<file path="src/rtl/pipe_seq_ctrl.sv">
// Central 5-stage pipeline sequencer: merges stall, branch, memory handshakes and halt/drain/resume.
// Optional performance counters are built when PIPE_PERF_CNT_EN is defined.
module pipe_seq_ctrl #(
   parameter int DRAIN_CYC   = 3,
   parameter int MEM_TIMEOUT = 16
) (
   input  logic        clk_i,
   input  logic        rst_i,
   input  logic        hz_stall_i,
   input  logic        br_taken_i,
   input  logic        imem_ready_i,
   input  logic        dmem_ready_i,
   input  logic        mem_op_i,
   input  logic        halt_req_i,
   input  logic        resume_i,
   output logic        pc_we_o,
   output logic        pc_sel_o,
   output logic        if_id_we_o,
   output logic        id_ex_we_o,
   output logic        ex_mem_we_o,
   output logic        mem_wb_we_o,
   output logic        if_id_flush_o,
   output logic        id_ex_flush_o,
   output logic        ex_mem_flush_o,
   output logic [2:0]  state_o,
   output logic        err_o
`ifdef PIPE_PERF_CNT_EN
   ,
   output logic [31:0] cyc_cnt_o,
   output logic [31:0] stall_cnt_o,
   output logic [31:0] flush_cnt_o
`endif
);

   typedef enum logic [2:0] {
      ST_RUN   = 3'd0,
      ST_DWAIT = 3'd1,
      ST_DRAIN = 3'd2,
      ST_HALT  = 3'd3,
      ST_ERR   = 3'd4
   } state_e;

   localparam logic [7:0] TMO_MAX   = 8'(MEM_TIMEOUT);
   localparam logic [7:0] DRAIN_INI = 8'(DRAIN_CYC - 1);

   state_e     state_q, state_d;
   logic [7:0] tmo_q, tmo_d;
   logic [7:0] drain_q, drain_d;
   logic       err_q, err_d;
   logic       run_dec, skip_mem;

   // Handshake: a data access in MEM is outstanding while mem_op_i=1 and completes
   // in the cycle dmem_ready_i=1; imem_ready_i=1 marks fetch data valid this cycle.
   always_comb begin
      state_d        = state_q;
      tmo_d          = tmo_q;
      drain_d        = drain_q;
      err_d          = err_q;
      pc_we_o        = 1'b0;
      pc_sel_o       = 1'b0;
      if_id_we_o     = 1'b0;
      id_ex_we_o     = 1'b0;
      ex_mem_we_o    = 1'b0;
      mem_wb_we_o    = 1'b0;
      if_id_flush_o  = 1'b0;
      id_ex_flush_o  = 1'b0;
      ex_mem_flush_o = 1'b0;
      run_dec        = 1'b0;
      skip_mem       = 1'b0;

      unique case (state_q)
         ST_RUN: run_dec = 1'b1;
         ST_DWAIT: begin
            if (dmem_ready_i) begin
               run_dec  = 1'b1;
               skip_mem = 1'b1;
            end else if (tmo_q >= TMO_MAX) begin
               state_d = ST_ERR;
               err_d   = 1'b1;
            end else begin
               tmo_d = tmo_q + 8'd1;
            end
         end
         ST_DRAIN: begin
            // A pending data access freezes the drain without consuming a count.
            if (!(mem_op_i && !dmem_ready_i)) begin
               if_id_we_o    = 1'b1;
               if_id_flush_o = 1'b1;
               id_ex_we_o    = 1'b1;
               ex_mem_we_o   = 1'b1;
               mem_wb_we_o   = 1'b1;
               if (drain_q == 8'd0) state_d = ST_HALT;
               else                 drain_d = drain_q - 8'd1;
            end
         end
         ST_HALT: if (resume_i) state_d = ST_RUN;
         ST_ERR:  state_d = ST_ERR;
         default: state_d = ST_RUN;
      endcase

      if (run_dec) begin
         state_d = ST_RUN;
         if (!skip_mem && mem_op_i && !dmem_ready_i) begin
            state_d = ST_DWAIT;
            tmo_d   = 8'd1;
         end else if (br_taken_i) begin
            pc_we_o       = 1'b1;
            pc_sel_o      = 1'b1;
            if_id_we_o    = 1'b1;
            id_ex_we_o    = 1'b1;
            ex_mem_we_o   = 1'b1;
            mem_wb_we_o   = 1'b1;
            if_id_flush_o = 1'b1;
            id_ex_flush_o = 1'b1;
         end else if (hz_stall_i) begin
            id_ex_we_o    = 1'b1;
            id_ex_flush_o = 1'b1;
            ex_mem_we_o   = 1'b1;
            mem_wb_we_o   = 1'b1;
         end else if (halt_req_i || !imem_ready_i) begin
            if_id_we_o    = 1'b1;
            if_id_flush_o = 1'b1;
            id_ex_we_o    = 1'b1;
            ex_mem_we_o   = 1'b1;
            mem_wb_we_o   = 1'b1;
            if (halt_req_i) begin
               state_d = ST_DRAIN;
               drain_d = DRAIN_INI;
            end
         end else begin
            pc_we_o     = 1'b1;
            if_id_we_o  = 1'b1;
            id_ex_we_o  = 1'b1;
            ex_mem_we_o = 1'b1;
            mem_wb_we_o = 1'b1;
         end
      end

      if (rst_i) begin
         pc_we_o        = 1'b0;
         pc_sel_o       = 1'b0;
         if_id_we_o     = 1'b0;
         id_ex_we_o     = 1'b0;
         ex_mem_we_o    = 1'b0;
         mem_wb_we_o    = 1'b0;
         if_id_flush_o  = 1'b1;
         id_ex_flush_o  = 1'b1;
         ex_mem_flush_o = 1'b1;
      end
   end

   always_ff @(posedge clk_i) begin
      if (rst_i) begin
         state_q <= ST_RUN;
         tmo_q   <= 8'd0;
         drain_q <= 8'd0;
         err_q   <= 1'b0;
      end else begin
         state_q <= state_d;
         tmo_q   <= tmo_d;
         drain_q <= drain_d;
         err_q   <= err_d;
      end
   end

   assign state_o = state_q;
   assign err_o   = err_q & ~rst_i;

`ifdef PIPE_PERF_CNT_EN
   logic [31:0] cyc_q, stall_q, flush_q;
   logic        frozen, in_run;

   assign frozen = (state_q == ST_HALT) || (state_q == ST_ERR);
   assign in_run = (state_q == ST_RUN) || (state_q == ST_DWAIT);

   // pc_sel_o is high exactly when a taken branch is accepted.
   always_ff @(posedge clk_i) begin
      if (rst_i) begin
         cyc_q   <= 32'd0;
         stall_q <= 32'd0;
         flush_q <= 32'd0;
      end else if (!frozen) begin
         cyc_q <= cyc_q + 32'd1;
         if (in_run && !pc_we_o) stall_q <= stall_q + 32'd1;
         if (pc_sel_o)           flush_q <= flush_q + 32'd1;
      end
   end

   assign cyc_cnt_o   = cyc_q;
   assign stall_cnt_o = stall_q;
   assign flush_cnt_o = flush_q;
`endif

endmodule
</file>
<file path="config.mk">
export PLATFORM = sky130hd
export DESIGN_NAME = pipe_seq_ctrl
export DESIGN_NICKNAME = d
export VERILOG_FILES = /design/src/rtl/pipe_seq_ctrl.sv
export SDC_FILE = /design/constraint.sdc
export NUM_CORES = 1
export LEC_CHECK = 0
export BUFFER_PORTS_ARGS = -buffer_cell sky130_fd_sc_hd__buf_2
export CAP_MARGIN = 40
export CORE_MARGIN = 5
export CORE_UTILIZATION = 30
export DETAILED_ROUTE_END_ITERATION = 10
export MAX_ROUTING_LAYER = met4
export PLACE_DENSITY = 0.48
export SLEW_MARGIN = 20
export SYNTH_ARGS = -nofsm -noshare
export SYNTH_HDL_FRONTEND = slang
export SYNTH_SLANG_ARGS = --single-unit
</file>
<file path="constraint.sdc">
create_clock -name clk_i -period 2.45 [get_ports clk_i]
set_input_delay 0.245 -clock clk_i [delete_from_list [all_inputs] [get_ports clk_i]]
set_output_delay 0.245 -clock clk_i [all_outputs]
set_load 0.01 [all_outputs]
</file>
Yosys cells after proc, flatten, opt, wreduce, memory -nomap -nowiden
Index checks and enable logic that the tools add are counted.

word-level totals
  register bits = 20
  output and inout port bits = 13
  word-level logic and storage cells = 92

operators by class
  $add $sub $neg = 2
  magnitude comparators = 1
  equal/unequal tests = 10
  multiplexer cells = 61
  bitwise gates (word level) = 3
  reduce and logical (&&, ||, !) cells = 11

operators by type and width
  operator                                                                             count
  8-bit 2-to-1 mux                                                                     14
  1-bit 2-to-1 mux                                                                     34
  3-bit 2-to-1 mux                                                                     6
  3-bit inequality test, second input constant                                         5
  3-bit one-hot mux with 5 select lines                                                1
  2-bit 2-to-1 mux                                                                     5
  8-bit by 1-bit adder with 8-bit output, second input constant                        1
  8-bit by 5-bit greater-or-equal comparator with 1-bit output, second input constant  1
  8-bit zero test                                                                      1
  8-bit by 1-bit subtractor with 8-bit output, second input constant                   1
  3-bit by 2-bit == test with 1-bit output, second input constant                      2
  6-bit AND reduction                                                                  1
  3-bit by 1-bit == test with 1-bit output, second input constant                      1
  3-bit == test, second input constant                                                 1
  1-bit logical AND                                                                    3
  1-bit zero test                                                                      3
  3-bit zero test                                                                      1
  3-bit AND reduction                                                                  1
  2-bit inequality test, second input constant                                         1
  1-bit NOT                                                                            2
  1-bit one-hot mux with 2 select lines                                                1
  1-bit bitwise AND                                                                    1
  1-bit logical OR                                                                     1

Depth between registers and ports, before layout
  depth after elaboration = 10
  gate-level depth with buffers = 6

Least setup slack after synthesis
OpenSTA, ideal clock, no wires.

  path kind = flip-flop to flip-flop
  start = register drain_q[0]
  end = register drain_q[1]
  setup time = 67 ps
  arrival time = 1625 ps
  data required time = 2383 ps
  path slack = 758 ps
  cell stages (with the launch flop) = 7
  path through = dfxtp_1 inv_1 ha_1 or3b_2 o211a_1 mux2_4 a21oi_2

on the way
  word-level cells in the longest chain between the ends = 10

RTL lines
  item                                                                                   RTL line  RTL
  start, declared                                                                        48        logic [7:0] drain_q, drain_d;
  start signal, assigned                                                                 161       drain_q <= drain_d;
  8-bit by 1-bit subtractor with 8-bit output / 8-bit zero test (equally long branches)  93, 92
  8-bit 2-to-1 mux *                                                                     92        if (drain_q == 8'd0) state_d = ST_HALT;
  8-bit 2-to-1 mux *                                                                     86        if (!(mem_op_i && !dmem_ready_i)) begin
  8-bit 2-to-1 mux *                                                                     71        unique case (state_q)
  8-bit 2-to-1 mux                                                                       126       if (halt_req_i) begin
  8-bit 2-to-1 mux                                                                       120       end else if (halt_req_i || !imem_ready_i) begin
  8-bit 2-to-1 mux                                                                       115       end else if (hz_stall_i) begin
  8-bit 2-to-1 mux                                                                       106       end else if (br_taken_i) begin
  8-bit 2-to-1 mux                                                                       103       if (!skip_mem && mem_op_i && !dmem_ready_i) begin
  8-bit 2-to-1 mux *                                                                     101       if (run_dec) begin

Mark *: on every way between the ends. The rest lies on a longest branch, timed or not.
A chain may end at the register's enable or synchronous reset.

Worst setup path after layout
  start = register state_q[1] (netlist: state_o[1])
  end = output port if_id_flush_o

on the way
  word-level cells in the longest chain between the ends = 8

RTL lines
  item                                                                                                         RTL line  RTL
  start, declared                                                                                              46        state_e state_q, state_d;
  start signal, assigned                                                                                       159       state_q <= state_d;
  3-bit by 2-bit == test with 1-bit output / 3-bit by 1-bit == test with 1-bit output (equally long branches)  71
  1-bit 2-to-1 mux                                                                                             71
  1-bit 2-to-1 mux / 1-bit zero test (equally long branches)                                                   120, 103
  1-bit 2-to-1 mux / 1-bit logical AND (equally long branches)                                                 115, 103
  1-bit 2-to-1 mux / 1-bit logical AND (equally long branches)                                                 106, 103
  1-bit 2-to-1 mux                                                                                             103
  1-bit 2-to-1 mux *                                                                                           101
  1-bit 2-to-1 mux *                                                                                           139       if (rst_i) begin
  end, declared                                                                                                22        output logic if_id_flush_o,

Marks and branches as above.

==> metrics.md <==
| Metric | Value |
|---|---|
| Htree depth | `1` |
| Filler cells | `351` |
| Root Buffer Master | `clkbuf_4` |
| Initial DRC Count | `a little over 40` |
| CTS tree | `yes` |
| Vias per cell | `around 4.7` |
| Top routing layer in use | `met4` |
| Min-Delay Path Class | `in -> reg` |
| Cells after Synth | `about 120` |
| Highest Clock Rate | `approximately 500 MHz` |
| # rows | `21` |
| GRT Overall Usage | `around a tenth` |
| Synthesized area per cell | `8.769 um2` |
| Setup Viol. Count Final | `0` |
| # diodes | `0` |
| First-pass GRT wire length | `a little under 4000 um` |
| Commonest cells post-synth | `20 x dfxtp_1, 17 x nor2_1, 10 x inv_1, 7 x and3_1, 7 x xor2_1` |
| Post-synth top area share | `37.43%` |
| Worst setup margin | `roughly 0.42 ns` |
| TritonCTS sink count | `20` |
| Die span in y | `between 60 and 70 um` |
| Post-layout instance area | `~1200 um2` |
| Post-Route M1 WL | `~1100 um` |
| Die X | `between 60 and 70 um` |
| Gr ovfl total | `0` |
| Yosys cell types | `43` |
| Latest clock arrival within the worst-skew pair | `about 0.30 ns` |
| Synth Net Count | `~140` |
| Cts repair resizes | `0` |
| Port Buf Inserts | `21` |
| Fin crit period | `about 2.0 ns` |
| Clock buffer depth | `2` |
| CTS Buf Count | `3` |
| Post-synth top flop | `dfxtp_1` |
| Critical path required time | `2.20 ns` |
| Drt wl/cell | `about 12 um` |
| Initial antenna violation count | `0` |
| Postcts setup bufs | `0` |
| Post-DP HPWL | `about 1700 um` |
| Hold buffer count at cts | `0` |
| Area contributors post-synth | `dfxtp_1 37%, nor2_1 6.0%, xor2_1 5.7%` |
| CP Class | `reg -> out` |
| Total Neg Setup Slack | `0 ns` |
| Count leader, synth | `dfxtp_1` |
| RSZ-0062 raised after global routing | `false` |
| Status | `completed` |
| Area growth, synth to finish | `15.79%` |
| Worst Tran Pin Value | `~0.66 ns` |
| Initial Util | `between 30% and 40%` |
| Asr flop ratio synth | `0%` |
| IR drop worst, VDD | `0.0001408 V` |
| EDFF count, synth | `0` |
| Final Hold Fails | `0` |
| Fraction of layout cells with a size suffix above 1 | `roughly 23%` |
| Routability cong. | `0.7853` |
| DRT antenna net count | `0` |
| Worst Skew | `0.002850 ns` |
| Core box area | `3390 um2` |
| Post-Syn Area | `between 1000 and 1500 um2` |
| Flops & latches, synth | `20` |
| Multi-input logic area | `between 600 and 700 um2` |
| CP Max Fanout | `9` |
| Synth Warn # | `0` |
| Register area share after synthesis | `about 37%` |
| Max transition margin | `roughly 55%` |
| Crit path DAT | `1.79 ns` |
| Layout Nets | `between 150 and 200` |
| Synth area leader | `dfxtp_1` |
| Pin count of the biggest net entering global routing | `12` |
| DRC Markers | `0` |
| Final wirelength | `roughly 2200 um` |
| Power per cell area | `590.7 nW/um2` |
| Max-cap violations | `0` |
| Clock-pin slew on the worst setup and hold paths | `0.11 ns` |
| Drt pass-1 iters | `4` |
| Die area | `~4900 um2` |
| Leakage | `0.0005426 uW` |
| Total number of vias | `approximately 890` |
| Slew Viols, Final | `0` |
| Period utilization | `83.00%` |
| Vias in the first global route | `~880` |
| Met2 routed WL | `933 um` |
| Met3 WL | `around 150 um` |
| CP Capture Type | `output port` |
| I/O pin total | `22` |
| Startpoint Class | `register` |
| Post-Place Worst Slack | `between 0.6 and 0.7 ns` |
| Area after DPL | `1202 um2` |
| FF/Latch Area | `approximately 400 um2` |
[stage by stage]
step,instances,util (%),power (uW),hold WS [ns]
2_1_floorplan,122,-,503.5,0.4290
3_3_place_gp,184,35.47,549.9,0.4624
3_5_place_dp,184,35.47,550.5,0.4548
4_1_cts,188,36.54,745.5,0.2262
5_1_grt,188,36.54,785.2,0.2464
6_report,188,36.54,731.7,0.2411
[logic make-up after synthesis]
| family | Yosys count | synth area share [%] |
|---|---|---|
| buffers and inverters | 15 | 6.316 |
| multiplexers | 2 | 2.339 |
| AND/OR/NAND/NOR | 52 | 28.07 |
| adder cells (fa/ha/maj) | 4 | 4.679 |
| AO/OA/AOI/OAI | 20 | 13.80 |
| XOR/XNOR | 9 | 7.369 |
| flip-flops | 20 | 37.43 |
[path summary, 6_finish.rpt]
kind	from	endpoint	slack (ns)	cells past startpoint
max reg2reg	state_o[1]$_SDFFE_PP0P_	drain_q[7]$_SDFF_PP0_	0.63	4
min	rst_i	drain_q[1]$_SDFF_PP0_	0.24	2
min reg2reg	err_q$_SDFFE_PP0P_	err_q$_SDFFE_PP0P_	0.47	2
max	state_o[1]$_SDFFE_PP0P_	if_id_flush_o	0.42	4
[layout make-up]
class / count / area share (%)
repair buffers: 21 / 8.485
multi-input cells: 87 / 48.59
well taps: 46 / 4.646
flip-flops and latches: 20 / 32.32
clock buffers: 4 / 2.929
inverters: 10 / 3.030
[per-layer routing]
metal  global-route usage [%]  vias to the layer above
met1                    12.84                      391
met3                    3.188                        4
li1                         -                      469
met4                    4.468                        0
met5                        -                        -
met2                    14.51                       23
[cell usage in the layout, fill, tap and decap left out, types with 4 or more instances in the layout]
cell type | Yosys | routed
a21oi_1 | 4 | 4
dfxtp_1 | 20 | 20
xor2_1 | 7 | 7
inv_1 | 10 | 10
ha_1 | 4 | 4
nand4_1 | 4 | 4
nor2_1 | 17 | 17
and3_1 | 7 | 7
buf_2 | 0 | 21
[state kept, by name, indices dropped and copies added (netlist names)]
signal,cells
drain_q,8
tmo_q,8
state_o,3
err_q,1
[power breakdown]
part | internal (uW) | switching (uW)
combinational | 81.4 | 96.5
clock | 90.6 | 100
sequential | 343 | 20.0
[worst max-delay path, cell delays in order, from the launching register on]
cell and delay (ns):
dfxtp_1 0.48, nor3b_2 0.54, nand2_1 0.17, o211ai_1 0.14, buf_2 0.16
Power figures use the tool's default switching activity.
